===== src/rtl/uart_receiver_pkg.sv =====
// Shared UART definitions: baud-timing derivation, 8N1 frame constants and RX state encodings.
package uart_receiver_pkg;

  localparam int DATA_BITS = 8;
  localparam logic IDLE_LEVEL = 1'b1;

  typedef enum logic [2:0] {
    RX_IDLE,
    RX_START,
    RX_DATA,
    RX_STOP,
    RX_BREAK
  } rx_state_t;

  function automatic int symbol_edge_time(input int clock_freq, input int baud_rate);
    return clock_freq / baud_rate;
  endfunction

  function automatic int sample_time(input int clock_freq, input int baud_rate);
    return symbol_edge_time(clock_freq, baud_rate) / 2;
  endfunction

endpackage


===== src/rtl/uart_receiver_sync.sv =====
// Multi-stage flop synchronizer for bringing an asynchronous level into the clk domain.
module uart_receiver_sync #(
  parameter int               WIDTH       = 1,
  parameter int               STAGES      = 2,
  parameter logic [WIDTH-1:0] RESET_VALUE = '1
) (
  input  logic             clk,
  input  logic             reset,
  input  logic [WIDTH-1:0] d,
  output logic [WIDTH-1:0] q
);

  logic [WIDTH-1:0] stage_reg [STAGES];

  genvar gi;
  generate
    for (gi = 0; gi < STAGES; gi++) begin : g_stage
      if (gi == 0) begin : g_first
        always_ff @(posedge clk) begin
          if (reset) stage_reg[gi] <= RESET_VALUE;
          else       stage_reg[gi] <= d;
        end
      end else begin : g_rest
        always_ff @(posedge clk) begin
          if (reset) stage_reg[gi] <= RESET_VALUE;
          else       stage_reg[gi] <= stage_reg[gi-1];
        end
      end
    end
  endgenerate

  assign q = stage_reg[STAGES-1];

endmodule


===== src/rtl/uart_receiver.sv =====
// 8N1 UART receiver: mid-bit sampling FSM feeding a one-entry valid/ready output buffer.
module uart_receiver
  import uart_receiver_pkg::*;
#(
  parameter int CLOCK_FREQ = 125_000_000,
  parameter int BAUD_RATE  = 115_200
) (
  input  logic       clk,
  input  logic       reset,
  input  logic       serial_in,
  output logic [7:0] data_out,
  output logic       data_out_valid,
  input  logic       data_out_ready,
  output logic       framing_error,
  output logic       overrun
);

  localparam int SYMBOL_EDGE_TIME    = symbol_edge_time(CLOCK_FREQ, BAUD_RATE);
  localparam int SAMPLE_TIME         = sample_time(CLOCK_FREQ, BAUD_RATE);
  localparam int CLOCK_COUNTER_WIDTH = $clog2(SYMBOL_EDGE_TIME);

  localparam logic [CLOCK_COUNTER_WIDTH-1:0] SYMBOL_LAST = CLOCK_COUNTER_WIDTH'(SYMBOL_EDGE_TIME - 1);
  localparam logic [CLOCK_COUNTER_WIDTH-1:0] SAMPLE_LAST = CLOCK_COUNTER_WIDTH'(SAMPLE_TIME - 1);
  localparam logic [2:0]                     LAST_BIT    = 3'(DATA_BITS - 1);

  logic                           rx_s;
  rx_state_t                      state_reg;
  logic [CLOCK_COUNTER_WIDTH-1:0] counter_reg;
  logic [2:0]                     bit_idx_reg;
  logic [DATA_BITS-1:0]           shift_reg;
  logic                           commit_reg;

  uart_receiver_sync #(
    .WIDTH      (1),
    .STAGES     (2),
    .RESET_VALUE(IDLE_LEVEL)
  ) u_sync (
    .clk  (clk),
    .reset(reset),
    .d    (serial_in),
    .q    (rx_s)
  );

  always_ff @(posedge clk) begin
    if (reset) begin
      state_reg      <= RX_IDLE;
      counter_reg    <= '0;
      bit_idx_reg    <= '0;
      shift_reg      <= '0;
      commit_reg     <= 1'b0;
      data_out       <= '0;
      data_out_valid <= 1'b0;
      framing_error  <= 1'b0;
      overrun        <= 1'b0;
    end else begin
      framing_error <= 1'b0;
      commit_reg    <= 1'b0;

      case (state_reg)
        RX_IDLE: begin
          counter_reg <= '0;
          if (rx_s != IDLE_LEVEL) state_reg <= RX_START;
        end
        RX_START: begin
          if (counter_reg == SAMPLE_LAST) begin
            counter_reg <= '0;
            bit_idx_reg <= '0;
            // A start bit that has gone high again by mid-symbol was a glitch.
            state_reg   <= (rx_s == IDLE_LEVEL) ? RX_IDLE : RX_DATA;
          end else begin
            counter_reg <= counter_reg + 1'b1;
          end
        end
        RX_DATA: begin
          if (counter_reg == SYMBOL_LAST) begin
            counter_reg            <= '0;
            shift_reg[bit_idx_reg] <= rx_s;
            if (bit_idx_reg == LAST_BIT) state_reg <= RX_STOP;
            else                         bit_idx_reg <= bit_idx_reg + 1'b1;
          end else begin
            counter_reg <= counter_reg + 1'b1;
          end
        end
        RX_STOP: begin
          if (counter_reg == SYMBOL_LAST) begin
            counter_reg <= '0;
            if (rx_s == IDLE_LEVEL) begin
              commit_reg <= 1'b1;
              state_reg  <= RX_IDLE;
            end else begin
              framing_error <= 1'b1;
              state_reg     <= RX_BREAK;
            end
          end else begin
            counter_reg <= counter_reg + 1'b1;
          end
        end
        RX_BREAK: begin
          // Held-low line must return idle before another frame is accepted.
          counter_reg <= '0;
          if (rx_s == IDLE_LEVEL) state_reg <= RX_IDLE;
        end
        default: begin
          counter_reg <= '0;
          state_reg   <= RX_IDLE;
        end
      endcase

      if (commit_reg) begin
        if (!data_out_valid || data_out_ready) begin
          data_out       <= shift_reg;
          data_out_valid <= 1'b1;
        end else begin
          overrun <= 1'b1;
        end
      end else if (data_out_valid && data_out_ready) begin
        data_out_valid <= 1'b0;
      end
    end
  end

endmodule


===== config.mk =====
export PLATFORM = sky130hd
export DESIGN_NAME = uart_receiver
export DESIGN_NICKNAME = d
export VERILOG_FILES = /design/src/rtl/uart_receiver_pkg.sv /design/src/rtl/uart_receiver_sync.sv /design/src/rtl/uart_receiver.sv
export SDC_FILE = /design/constraint.sdc
export NUM_CORES = 1
export LEC_CHECK = 0
export ABC_CLOCK_PERIOD_IN_PS = 2500
export BUFFER_PORTS_ARGS = -buffer_cell sky130_fd_sc_hd__buf_2
export CAP_MARGIN = 20
export CORE_UTILIZATION = 55
export DETAILED_ROUTE_END_ITERATION = 16
export PLACE_DENSITY = 0.74
export SETUP_SLACK_MARGIN = 0.02
export SYNTH_ARGS = -nofsm -noshare
export SYNTH_HDL_FRONTEND = slang
export SYNTH_HIERARCHICAL = 1
export SYNTH_SLANG_ARGS = --single-unit

===== constraint.sdc =====
create_clock -name clk -period 2.5 [get_ports clk]
set_input_delay 0.375 -clock clk [delete_from_list [all_inputs] [get_ports clk]]
set_output_delay 0.375 -clock clk [all_outputs]
set_load 0.005 [all_outputs]

==> flow_metrics.env <==
export IMPL_status="finished with violations"
export IMPL_failed_checks="DRC"
export IMPL_fillCellCount=263
export IMPL_area_growth_pct=8.806
export IMPL_antenna_found_initial=0
export IMPL_power_leakage_nw=0.7790
export IMPL_gp_congestion=0.8286
export IMPL_cp_arrival_ns=2.27
export IMPL_final_layout_size_suffix_gt1_share_pct=15.58
export IMPL_first_iter_violations=62
export IMPL_post_cts_buffers=0
export IMPL_clk_latency_ns=0.34
export IMPL_postSynthAreaPerCell_um2=9.243
export IMPL_crit_chain="inv_1 -> ha_1 -> and4b_1 -> nand3_1 -> a2bb2oi_2 -> or4_4 -> nor2_1"
export IMPL_grt_pass1_wl_mm=5.188
export IMPL_die_h_um=57.91
export IMPL_relSlewSlack_pct=65.35
export IMPL_route_detailed_drc=2
export IMPL_layout_common_cells="dfxtp_1 (39), nor2_1 (34), mux2i_1 (16)"
export IMPL_final_period_utilization_pct=79.88
export IMPL_insertedDiodeCount=0
export IMPL_clockBufferDepth=2
export IMPL_worstMarginPinSlew_ns=0.5197
export IMPL_cp_required_ns=2.77
export IMPL_dieWidth_um=57.91
export IMPL_critPathCaptureType="flop"
export IMPL_crit_fanout=11
export IMPL_path_class="reg2reg"
export IMPL_setup_viol=0
export IMPL_drtPass1Iterations=12
export IMPL_rsz0062_at_grt="false"
export IMPL_grt_ovfl_total=0
export IMPL_yosysWarnings=6
export IMPL_numCtsBuffers=5
export IMPL_drtAntennaViolNets=0
export IMPL_critPathLaunchType="flop"
export IMPL_slowest_stage="or4_4"
export IMPL_holdWs_ns=0.2184
export IMPL_synth_area_um2=1719
export IMPL_start_util_pct=60.26
export IMPL_power_density_nw_per_um2=592.5
export IMPL_htreeDepth=2
export IMPL_hpwlAfterDp_mm=2.071
export IMPL_synthTopCellsByArea="dfxtp_1 (45%), mux2i_1 (9.3%), nor2_1 (7.4%)"
export IMPL_cpPeakStageDelay_ns=0.58
export IMPL_wirelength_mm=2.938
export IMPL_synth_nets=195
export IMPL_hold_buffers=0
export IMPL_vias=1357
export IMPL_ir_drop_uv=352.9
export IMPL_via_per_inst=5.900
export IMPL_synth_edf_count=0
export IMPL_fmax_mhz=500.8
export IMPL_tns_ns=0
export IMPL_core_um2=2853
export IMPL_routedWlPerCell_um=12.77
export IMPL_period_needed_ns=1.997
export IMPL_finalHoldViolCount=0
export IMPL_rows=19
export IMPL_synth_top_area_share_pct=45.41
export IMPL_cts_tree="done"
export IMPL_cts_resized=0
export IMPL_nets=207
export IMPL_io_pins=15
export IMPL_clock_root_buffer="clkbuf_4"
export IMPL_path_clk_slew_ns=0.11
export IMPL_final_common_cell="dfxtp_1"
export IMPL_drv_slew=0
export IMPL_ys_seq_area_share_pct=45.41
export IMPL_timing_max_cap_violations=0
export IMPL_grt_pass1_vias=1236
export IMPL_skew_ns=0.01151
export IMPL_syn_inst=186
export IMPL_grtUsageTotal_pct=20.05
export IMPL_synth_ff_type="dfxtp_1"
export IMPL_synth_largest_area_cell="dfxtp_1"
export IMPL_synth_cell_types=39
export IMPL_grt_max_degree=32
export IMPL_largest_reg_flops=11
export IMPL_port_buffers=14
export IMPL_min_path_type="in2reg"
export IMPL_clock_sinks=39
export IMPL_die_area_um2=3354
export IMPL_synth_async_reset_ratio_pct=0
export IMPL_synth_seq_cells=39
worst paths after layout:
check                              start                           to  slack (ns)  cells past startpoint
max            counter_reg[0]$_SDFF_PP0_   counter_reg[10]$_SDFF_PP0_        0.50                      7
max reg2reg    counter_reg[0]$_SDFF_PP0_   counter_reg[10]$_SDFF_PP0_        0.50                      7
min                            serial_in  u_sync/stage_reg[0]$_DFF_P_        0.22                      2
min reg2reg  u_sync/stage_reg[0]$_DFF_P_  u_sync/stage_reg[1]$_DFF_P_        0.42                      1
layer usage:
metal  wire length (um)  track usage [%]  vias to the layer above  part of all wire [%]
met5                  0                0                        -                     0
met4                 61            10.20                        0                   2.1
met3                133            4.018                        9                   4.5
met2               1325            33.00                       31                    45
met1               1417            24.93                      646                    48
li1                   -                -                      671                     -
critical path, delay by kind of cell, from the launching register on:
family	cells	cell delay (ns)
flops	1	0.43
fa+ha+maj	1	0.22
compound gates	1	0.13
buf+inv	1	0.09
simple gates	4	1.07
report_power, final:
group	switching, W	internal, W
Clock	0.000198	0.000210
Sequential	0.0000109	0.000627
Combinational	0.0000349	0.0000262
Total	0.000244	0.000864
stage by stage:
stage                     total power, W  setup WS (ns)  cells  util, %  area (um2)
after detailed placement       0.0007127         0.5284    222    62.72        1789
final                           0.001108         0.5031    230    65.57        1871
after global routing            0.001156         0.3446    230    65.57        1871
after CTS                       0.001124         0.5072    230    65.57        1871
after floorplan                0.0007011         0.6436    186        -        1719
after global placement         0.0007094         0.5687    222    62.72        1789
cell usage after synthesis (2+ instances only):
cell type / instances
xnor2_1: 2
buf_1: 3
nor3_1: 5
ha_1: 5
nor3b_1: 2
or3_1: 2
or3b_4: 2
mux2i_1: 16
clkbuf_1: 5
or2_2: 2
nor4_1: 3
dfxtp_1: 39
xor2_1: 7
nor2_1: 34
nand2_1: 10
nand4b_1: 3
nand4_1: 4
nand3_1: 10
or2_1: 2
inv_1: 5
nor4b_1: 3
a21oi_1: 5
cell type report:
class	instances	area (um2)	area share, %
flip-flops and latches	39	780.7	41.74
repair buffers	15	77.57	4.147
inverters	5	18.77	1.003
multi-input cells	132	873.3	46.69
clock buffers	5	37.54	2.007
clock inverters	3	43.79	2.341
well taps	31	38.79	2.074
cells by family (layout without fill, tap and decap cells):
kind of cell	Yosys count	count (layout)	synth area share [%]
buf+inv	15	28	3.784
fa+ha+maj	5	5	3.639
flops	39	39	45.41
mux	16	16	9.316
xor+xnor	9	9	4.585
simple gates	89	89	27.37
compound gates	13	13	5.895
Note: power is estimated with default switching activity, not from simulation.
